--- config.mk ---
export PLATFORM = sky130hd
export DESIGN_NAME = hilo_mult_unit
export DESIGN_NICKNAME = d
export VERILOG_FILES = /design/src/rtl/hilo_mult_unit.sv
export SDC_FILE = /design/constraint.sdc
export NUM_CORES = 1
export LEC_CHECK = 0
export ABC_CLOCK_PERIOD_IN_PS = 2800
export CAP_MARGIN = 10
export CORE_MARGIN = 2
export CORE_UTILIZATION = 49
export CTS_CLUSTER_DIAMETER = 80
export DETAILED_ROUTE_END_ITERATION = 12
export PLACE_DENSITY = 0.85
export SLEW_MARGIN = 20
export SYNTH_ARGS = -nofsm -noshare
export SYNTH_HDL_FRONTEND = slang
export SYNTH_SLANG_ARGS = --single-unit
--- constraint.sdc ---
create_clock -name clk -period 2.8 [get_ports clk]
set_input_delay 0.56 -clock clk [delete_from_list [all_inputs] [get_ports clk]]
set_output_delay 0.56 -clock clk [all_outputs]
set_load 0.02 [all_outputs]
--- src/rtl/hilo_mult_unit.sv ---
// HI/LO special-register unit with an iterative 32x32 shift-add multiplier for mult/multu.
// Define HILO_FWD_EN to bypass pending DONE results and WB writes onto rd_hi/rd_lo in the same cycle.
module hilo_mult_unit (
    input  logic        clk,
    input  logic        rst,
    input  logic        we_hi,
    input  logic        we_lo,
    input  logic [31:0] wdata_hi,
    input  logic [31:0] wdata_lo,
    output logic [31:0] rd_hi,
    output logic [31:0] rd_lo,
    input  logic        mul_start,
    input  logic        mul_signed,
    input  logic [31:0] mul_a,
    input  logic [31:0] mul_b,
    output logic        mul_busy,
    output logic        mul_done,
    output logic        stall_req
);

    typedef enum logic [1:0] {
        S_IDLE = 2'd0,
        S_RUN  = 2'd1,
        S_DONE = 2'd2
    } state_t;

    state_t      r_state;
    logic [31:0] r_hi;
    logic [31:0] r_lo;
    logic [31:0] r_mcand;
    logic [31:0] r_mplier;
    logic [63:0] r_acc;
    logic [4:0]  r_cnt;
    logic        r_neg;
    logic        r_busy;
    logic        r_done;

    logic [31:0] w_abs_a;
    logic [31:0] w_abs_b;
    logic [32:0] w_sum;
    logic [63:0] w_product;

    // Magnitudes stay 32-bit unsigned, so |0x80000000| = 0x80000000 is exact.
    assign w_abs_a   = (mul_signed && mul_a[31]) ? (~mul_a + 32'd1) : mul_a;
    assign w_abs_b   = (mul_signed && mul_b[31]) ? (~mul_b + 32'd1) : mul_b;
    assign w_sum     = {1'b0, r_acc[63:32]} + (r_mplier[0] ? {1'b0, r_mcand} : 33'd0);
    assign w_product = r_neg ? (~r_acc + 64'd1) : r_acc;

    always_ff @(posedge clk) begin
        if (rst) begin
            r_state  <= S_IDLE;
            r_hi     <= '0;
            r_lo     <= '0;
            r_mcand  <= '0;
            r_mplier <= '0;
            r_acc    <= '0;
            r_cnt    <= '0;
            r_neg    <= 1'b0;
            r_busy   <= 1'b0;
            r_done   <= 1'b0;
        end else begin
            if (we_hi) r_hi <= wdata_hi;
            if (we_lo) r_lo <= wdata_lo;

            // NOTE: the DONE write below is a later non-blocking assignment, so it overrides a same-edge WB write.
            case (r_state)
                S_IDLE: begin
                    if (mul_start) begin
                        r_mcand  <= w_abs_a;
                        r_mplier <= w_abs_b;
                        r_neg    <= mul_signed & (mul_a[31] ^ mul_b[31]);
                        r_acc    <= '0;
                        r_cnt    <= '0;
                        r_busy   <= 1'b1;
                        r_state  <= S_RUN;
                    end
                end
                S_RUN: begin
                    r_acc    <= {w_sum, r_acc[31:1]};
                    r_mplier <= {1'b0, r_mplier[31:1]};
                    r_cnt    <= r_cnt + 5'd1;
                    if (r_cnt == 5'd31) begin
                        r_done  <= 1'b1;
                        r_state <= S_DONE;
                    end
                end
                S_DONE: begin
                    r_hi    <= w_product[63:32];
                    r_lo    <= w_product[31:0];
                    r_done  <= 1'b0;
                    r_busy  <= 1'b0;
                    r_state <= S_IDLE;
                end
                default: begin
                    r_done  <= 1'b0;
                    r_busy  <= 1'b0;
                    r_state <= S_IDLE;
                end
            endcase
        end
    end

    assign mul_busy  = r_busy;
    assign mul_done  = r_done;
    assign stall_req = r_busy;

`ifdef HILO_FWD_EN
    assign rd_hi = (r_state == S_DONE) ? w_product[63:32] : (we_hi ? wdata_hi : r_hi);
    assign rd_lo = (r_state == S_DONE) ? w_product[31:0]  : (we_lo ? wdata_lo : r_lo);
`else
    assign rd_hi = r_hi;
    assign rd_lo = r_lo;
`endif

endmodule
==> results.json, run 1 <==
{
  "synth_fa_ha_area_share_pct": 4.01,
  "synth_nets": 1680,
  "ctsHoldBuffers": 0,
  "worstSetupPathType": "reg -> reg",
  "synthFlopType": "dfxtp_1",
  "first_pass_iters": 6,
  "min_period_ns": 2.80,
  "drive_above_1_share_pct": 15.2,
  "p_sw_mw": 2.00,
  "slowest_delay_ns": 0.54,
  "intPower_mw": 5.52,
  "timing.hold.ws_ns": 0.454,
  "drc": 0,
  "final_max_slew_viol_count": 0,
  "clk_latency_ns": 0.52,
  "rsz0062_at_grt": "yes",
  "synth-seq-cells": 202,
  "grt.overflow.total": 0,
  "hold_violations": 0,
  "netlist_area_sq_um": 12000,
  "p_leak_nw": 6.60,
  "crit_required_ns": 3.16,
  "io_buffers": 200,
  "clkPwrFrac_pct": 41.7,
  "synth_top_cell_by_area": "dfxtp_1",
  "setup.worst_path.end_class": "flip-flop",
  "crit_fanout": 7,
  "ys_seq_area_share_pct": 33.6,
  "io_pins": 201,
  "nNetsFinal": 1956,
  "synth_edf_count": 0,
  "synthToLayoutAreaGrowth_pct": 36.4,
  "worstPathArrival_ns": 3.16,
  "cp_cell_sequence": "nor3_1 -> nand2_1 -> nor3_1 -> nand3_1 -> nor2_2 -> a21oi_1 -> a31oi_1 -> o21ai_0",
  "dp.cells": 2073,
  "fp.dieW_microns": 161,
  "synth_top_family_by_area": "compound AO/OA/AOI/OAI gates",
  "placed_cell_area_sq_um": 15100,
  "grt_pass1_vias": 11500,
  "slew_headroom_pct": 38.0,
  "std_cell_rows": 57,
  "syn_inst": 1508,
  "avgRoutedWirePerCell_microns": 17.0,
  "routabilityCongestion": 0.953,
  "cellPowerDensity_nw_per_um2": 458,
  "core_area_sq_um": 24200,
  "stdcell_area_sq_um": 16400,
  "crit_family": "simple AND/OR/NAND/NOR gates",
  "synth_simple_gate_area_share_pct": 19.6,
  "combPwrFrac_pct": 16.9,
  "die_height_microns": 161,
  "setup_tns_ns": 0,
  "netSwitchingFraction_pct": 26.6,
  "htree_levels": 1,
  "async_flop_share_pct": 0,
  "cts_tree": "done",
  "worstMarginPinSlew_ns": 0.929,
  "stdcell_count": 2123,
  "status": "complete, no violations",
  "cp-start-kind": "flip-flop",
  "clockRootBuffer": "clkbuf_16",
  "drtIter0Drc": 991,
  "seqPwrFrac_pct": 41.4,
  "grt_max_degree": 102,
  "fin_crit_sh_pct": 99.8,
  "synth_top_cell_area_share_pct": 33.6,
  "antenna_cells": 0,
  "cts_buffers": 23,
  "dp_hpwl_mm": 25.1,
  "synth.avg_cell_area_sq_um": 7.99,
  "cap_violations": 0,
  "crit_buf_inv": 0,
  "setup_violations": 0,
  "fmax_ghz": 0.358,
  "synthTopCellsByCount": "dfxtp_1 (202), nand2_1 (167), a21oi_1 (141)",
  "grt_pass1_wl_mm": 56.6,
  "synth_warnings": 0,
  "drtAntennaViolNets": 0,
  "fin_skew_ns": 0.0164,
  "cp_common_cell": "nor3_1",
  "clock_sinks": 202,
  "grtUsageTotal_pct": 25.8,
  "start_util_pct": 49.7,
  "hold_path.class": "reg -> reg",
  "synth-compound-area-share_pct": 23.4,
  "clk_pin_slew_ns": 0.06,
  "synth_xor_area_share_pct": 10.0,
  "cp_slowest_cell": "nor3_1",
  "ir_worst_vdd_mv": 0.376,
  "drt-vias-per-instance": 5.86,
  "cts.path.max_buffers": 3,
  "vias": 12400,
  "antenna_found_initial": 0,
  "synthMostInstantiatedCell": "dfxtp_1",
  "yosys-mux-area-fraction_pct": 5.07,
  "dieArea_sq_um": 25900,
  "synth_area_leaders": "dfxtp_1 (34%), a21oi_1 (5.9%), xor2_1 (5.2%)",
  "ys_types": 67,
  "wirelength_mm": 36.1
}
## timing repair
item                                    in CTS  in global routing
endpoints found under the hold margin        0                  0
pin swaps                                    4                 35
endpoints found under the setup margin      22                 48
gates resized for setup                     18                 73
setup buffers                                3                  7
## final timing paths
| kind | start | endpoint | slack, ns | depth (start not counted) |
|---|---|---|---|---|
| min reg2reg | r_mcand[18] | r_mcand[18] | 0.45 | 2 |
| min | r_mcand[18] | r_mcand[18] | 0.45 | 2 |
| max | r_acc[43] | rd_hi[27] | 0.004 | 8 |
| max reg2reg | r_acc[43] | rd_hi[27] | 0.004 | 8 |
## cells by family after synthesis
logic type,after synthesis
compound gates,450
xor+xnor,138
fa+ha+maj,38
buf+inv,126
flops,202
mux,61
simple gates,493
## worst reg2reg max path: cells and delay by family (launching register included)
kind             cells  cell delay [ns]
flip-flops           1             0.47
AND/OR/NAND/NOR      5             1.79
AO/OA/AOI/OAI        3             0.40
## power groups by stage
stage          Combinational [mW]  Clock, mW  Sequential [mW]
2_1_floorplan               0.602          0             3.21
3_3_place_gp                 1.19          0             3.16
3_5_place_dp                 1.22          0             3.17
4_1_cts                      1.24       3.16             3.11
5_1_grt                      1.38       3.28             3.13
6_report                     1.27       3.14             3.11
## layout by cell type (no fill, tap or decap), types with 15 or more instances in the layout
| master | Yosys | routed |
|---|---|---|
| ha_1 | 37 | 32 |
| clkbuf_16 | 0 | 23 |
| a21o_1 | 16 | 16 |
| nor3_1 | 17 | 16 |
| o21ai_0 | 84 | 69 |
| o31ai_1 | 25 | 21 |
| xor2_1 | 72 | 72 |
| o21ai_1 | 0 | 15 |
| nand3_1 | 58 | 54 |
| buf_4 | 1 | 150 |
| a211oi_1 | 46 | 43 |
| inv_1 | 21 | 20 |
| nor2_1 | 115 | 111 |
| a21oi_1 | 141 | 131 |
| o22ai_1 | 43 | 43 |
| clkdlybuf4s50_1 | 0 | 197 |
| nand2_1 | 167 | 166 |
| and2_1 | 36 | 33 |
| xnor2_1 | 66 | 66 |
| dfxtp_1 | 202 | 199 |
| a22oi_1 | 36 | 35 |
| mux2i_1 | 61 | 61 |
## state kept, by name, summed over array words and instances, names as in the netlist
| signal | count |
|---|---|
| r_mcand | 32 |
| rd_hi | 32 |
| r_neg | 1 |
| r_mplier | 32 |
| rd_lo | 32 |
| r_cnt | 5 |
| mul_done | 1 |
| r_state | 2 |
| r_acc | 64 |
| mul_busy | 1 |
## per-layer routing
layer | up-vias | global-route usage (%) | wire [microns]
met5 | - | 0 | 0
met4 | 0 | 6.90 | 903
met3 | 82 | 3.36 | 2670
met2 | 547 | 43.0 | 16600
met1 | 5795 | 35.4 | 15900
li1 | 6011 | - | -
## metrics by stage
step | power [mW] | setup WS [ns] | utilization, %
global placement | 4.36 | -0.299 | 62.5
floorplan | 3.81 | -0.0348 | -
CTS | 7.51 | -0.00602 | 66.2
finish | 7.52 | 0.00439 | 67.8
global route | 7.79 | -0.110 | 67.8
detailed placement | 4.40 | -0.446 | 62.5
## area by class of cell
class | instances | area [sq um]
Clock inverter | 10 | 144
Inverter | 21 | 78.8
Clock buffer | 30 | 642
Tap cell | 324 | 405
Timing Repair Buffer | 356 | 3210
Multi-Input combinational cell | 1180 | 7900
Sequential cell | 202 | 4050
Fill cell | 1861 | 7820
No activity file was read; power rests on OpenSTA's default activity.
==> run 2, diff against run 1 <==
Settings changed: GPL_ROUTABILITY_DRIVEN set to 0.
==> run 2 against run 1 <==
The flow now finishes with violations (negative setup slack). Flip-flop and latch count is the same. Power fell by 5.2%. Critical path depth grew 1. First-iteration DRC count grew 3.7%. Clock power decreased by 13%.
==> results.json, run 2 (synthesis gave the netlist of run 1 again) <==
{
  "status": "complete, but fails checks",
  "violations": "negative setup slack",
  "slew_headroom_pct": 36.0,
  "cts_buffers": 22,
  "cts.path.max_buffers": 3,
  "clockRootBuffer": "clkbuf_16",
  "clkPwrFrac_pct": 38.3,
  "fin_skew_ns": 0.0122,
  "worstSetupPathType": "reg -> reg",
  "combPwrFrac_pct": 18.0,
  "p_leak_nw": 6.55,
  "wirelength_mm": 35.8,
  "clk_latency_ns": 0.51,
  "fmax_ghz": 0.354,
  "htree_levels": 1,
  "grtUsageTotal_pct": 25.3,
  "p_sw_mw": 1.93,
  "setup.worst_path.end_class": "flip-flop",
  "crit_fanout": 4,
  "hold_violations": 0,
  "avgRoutedWirePerCell_microns": 16.9,
  "drc": 0,
  "cp-start-kind": "flip-flop",
  "cellPowerDensity_nw_per_um2": 437,
  "io_pins": 201,
  "cp_common_cell": "or4_4",
  "fp.dieW_microns": 161,
  "synthToLayoutAreaGrowth_pct": 35.2,
  "grt_pass1_vias": 11400,
  "dieArea_sq_um": 25900,
  "seq_area_sq_um": 4050,
  "setup_violations": 2,
  "cts_tree": "done",
  "hold_path.class": "reg -> reg",
  "stdcell_count": 2115,
  "antenna_cells": 0,
  "drtAntennaViolNets": 0,
  "start_util_pct": 49.7,
  "worstMarginPinSlew_ns": 0.960,
  "min_period_ns": 2.83,
  "dp_hpwl_mm": 25.1,
  "cap_violations": 0,
  "io_buffers": 200,
  "antenna_found_initial": 0,
  "worstPathArrival_ns": 3.20,
  "n_fill_cell": 1899,
  "crit_family": "simple AND/OR/NAND/NOR gates",
  "cp_slowest_cell": "or4_4",
  "clk_pin_slew_ns": 0.06,
  "vias": 12500,
  "fin_crit_sh_pct": 101,
  "intPower_mw": 5.20,
  "core_area_sq_um": 24200,
  "crit_required_ns": 3.17,
  "r2r_setup_slack_ns": -0.03,
  "std_cell_rows": 57,
  "die_height_microns": 161,
  "dp.cells": 2074,
  "crit_buf_inv": 1,
  "drtIter0Drc": 1028,
  "nNetsFinal": 1951,
  "cp_cell_sequence": "or4_4 -> or4_4 -> or3_4 -> nor3_4 -> buf_6 -> nand3_4 -> o31ai_4 -> xor2_1 -> o22ai_1",
  "first_pass_iters": 7,
  "largest-register": "r_acc",
  "largest_reg_flops": 64,
  "final_cell_mix": "dfxtp_1 (200), clkdlybuf4s50_1 (197), nand2_1 (166)",
  "final_max_slew_viol_count": 0,
  "postLayoutSetupSlackWorst_ns": -0.0282,
  "grt_pass1_wl_mm": 55.3,
  "setup_tns_ns": -0.0330,
  "drive_above_1_share_pct": 15.3,
  "ir_worst_vdd_mv": 0.345,
  "seqPwrFrac_pct": 43.6,
  "layout_commonest_cell": "dfxtp_1",
  "drt-vias-per-instance": 5.92,
  "slowest_delay_ns": 0.53,
  "netSwitchingFraction_pct": 27.0,
  "grt.overflow.total": 0,
  "rsz0062_at_grt": "yes",
  "grt_max_degree": 65,
  "multi_input_area_sq_um": 7930,
  "clock_sinks": 202
}
==> run 2: per-stage QoR <==
| step | total power [mW] | util, % | hold WS (ns) | setup WS [ns] | area, sq um |
|---|---|---|---|---|---|
| finish | 7.13 | 67.2 | 0.451 | -0.0282 | 16300 |
| global route | 7.41 | 67.2 | 0.479 | -0.0866 | 16300 |
| CTS | 7.10 | 65.5 | 0.451 | 0.00356 | 15900 |
| detailed placement | 4.39 | 62.4 | 0.443 | -0.442 | 15100 |
| global placement | 4.35 | 62.4 | 0.437 | -0.314 | 15100 |
| floorplan | 3.81 | - | 0.427 | -0.0348 | 12100 |
==> run 2: path summary, 6_finish.rpt <==
check	end	start	cells after the start
setup reg to reg	rd_hi[16]	r_acc[17]	9
hold reg to reg	r_mcand[16]	r_mcand[16]	2
hold / removal	r_mcand[16]	r_mcand[16]	2
setup / recovery	rd_hi[16]	r_acc[17]	9
==> run 2: what timing repair did <==
action,CTS,global route
resized for setup,15,77
hold buffers,0,0
endpoints found under the hold margin,0,0
buffers inserted,1,4
endpoints found under the setup margin,18,49
pin swaps,3,27
==> run 2: worst register-to-register path: stages (launching register included) <==
cell     delay (ns)
dfxtp_1        0.31
or4_4          0.53
or4_4          0.45
or3_4          0.41
nor3_4         0.15
buf_6          0.15
nand3_4        0.09
o31ai_4        0.28
xor2_1         0.23
o22ai_1        0.11
==> run 2: power groups by stage <==
stage | combinational (mW) | sequential, mW | clock [mW]
finish | 1.29 | 3.11 | 2.73
global placement | 1.19 | 3.16 | 0
global route | 1.39 | 3.13 | 2.90
floorplan | 0.602 | 3.21 | 0
CTS | 1.24 | 3.11 | 2.76
detailed placement | 1.23 | 3.17 | 0
==> run 2: layer usage <==
layer | vias to the layer above | global-route usage [%] | share of wire, %
met3 | 74 | 3.15 | 8.0
met5 | - | 0 | 0
met1 | 5861 | 35.2 | 44
li1 | 6003 | - | -
met4 | 0 | 6.29 | 2.0
met2 | 583 | 41.8 | 46
==> run 2: area by class of cell <==
class / count / share of cell area (%)
clock buffer: 29 / 3.85
clock inverter: 7 / 0.253
inverter: 21 / 0.484
multi-input combinational: 1180 / 48.7
sequential: 202 / 24.8
tap: 324 / 2.49
timing repair buffer: 352 / 19.4
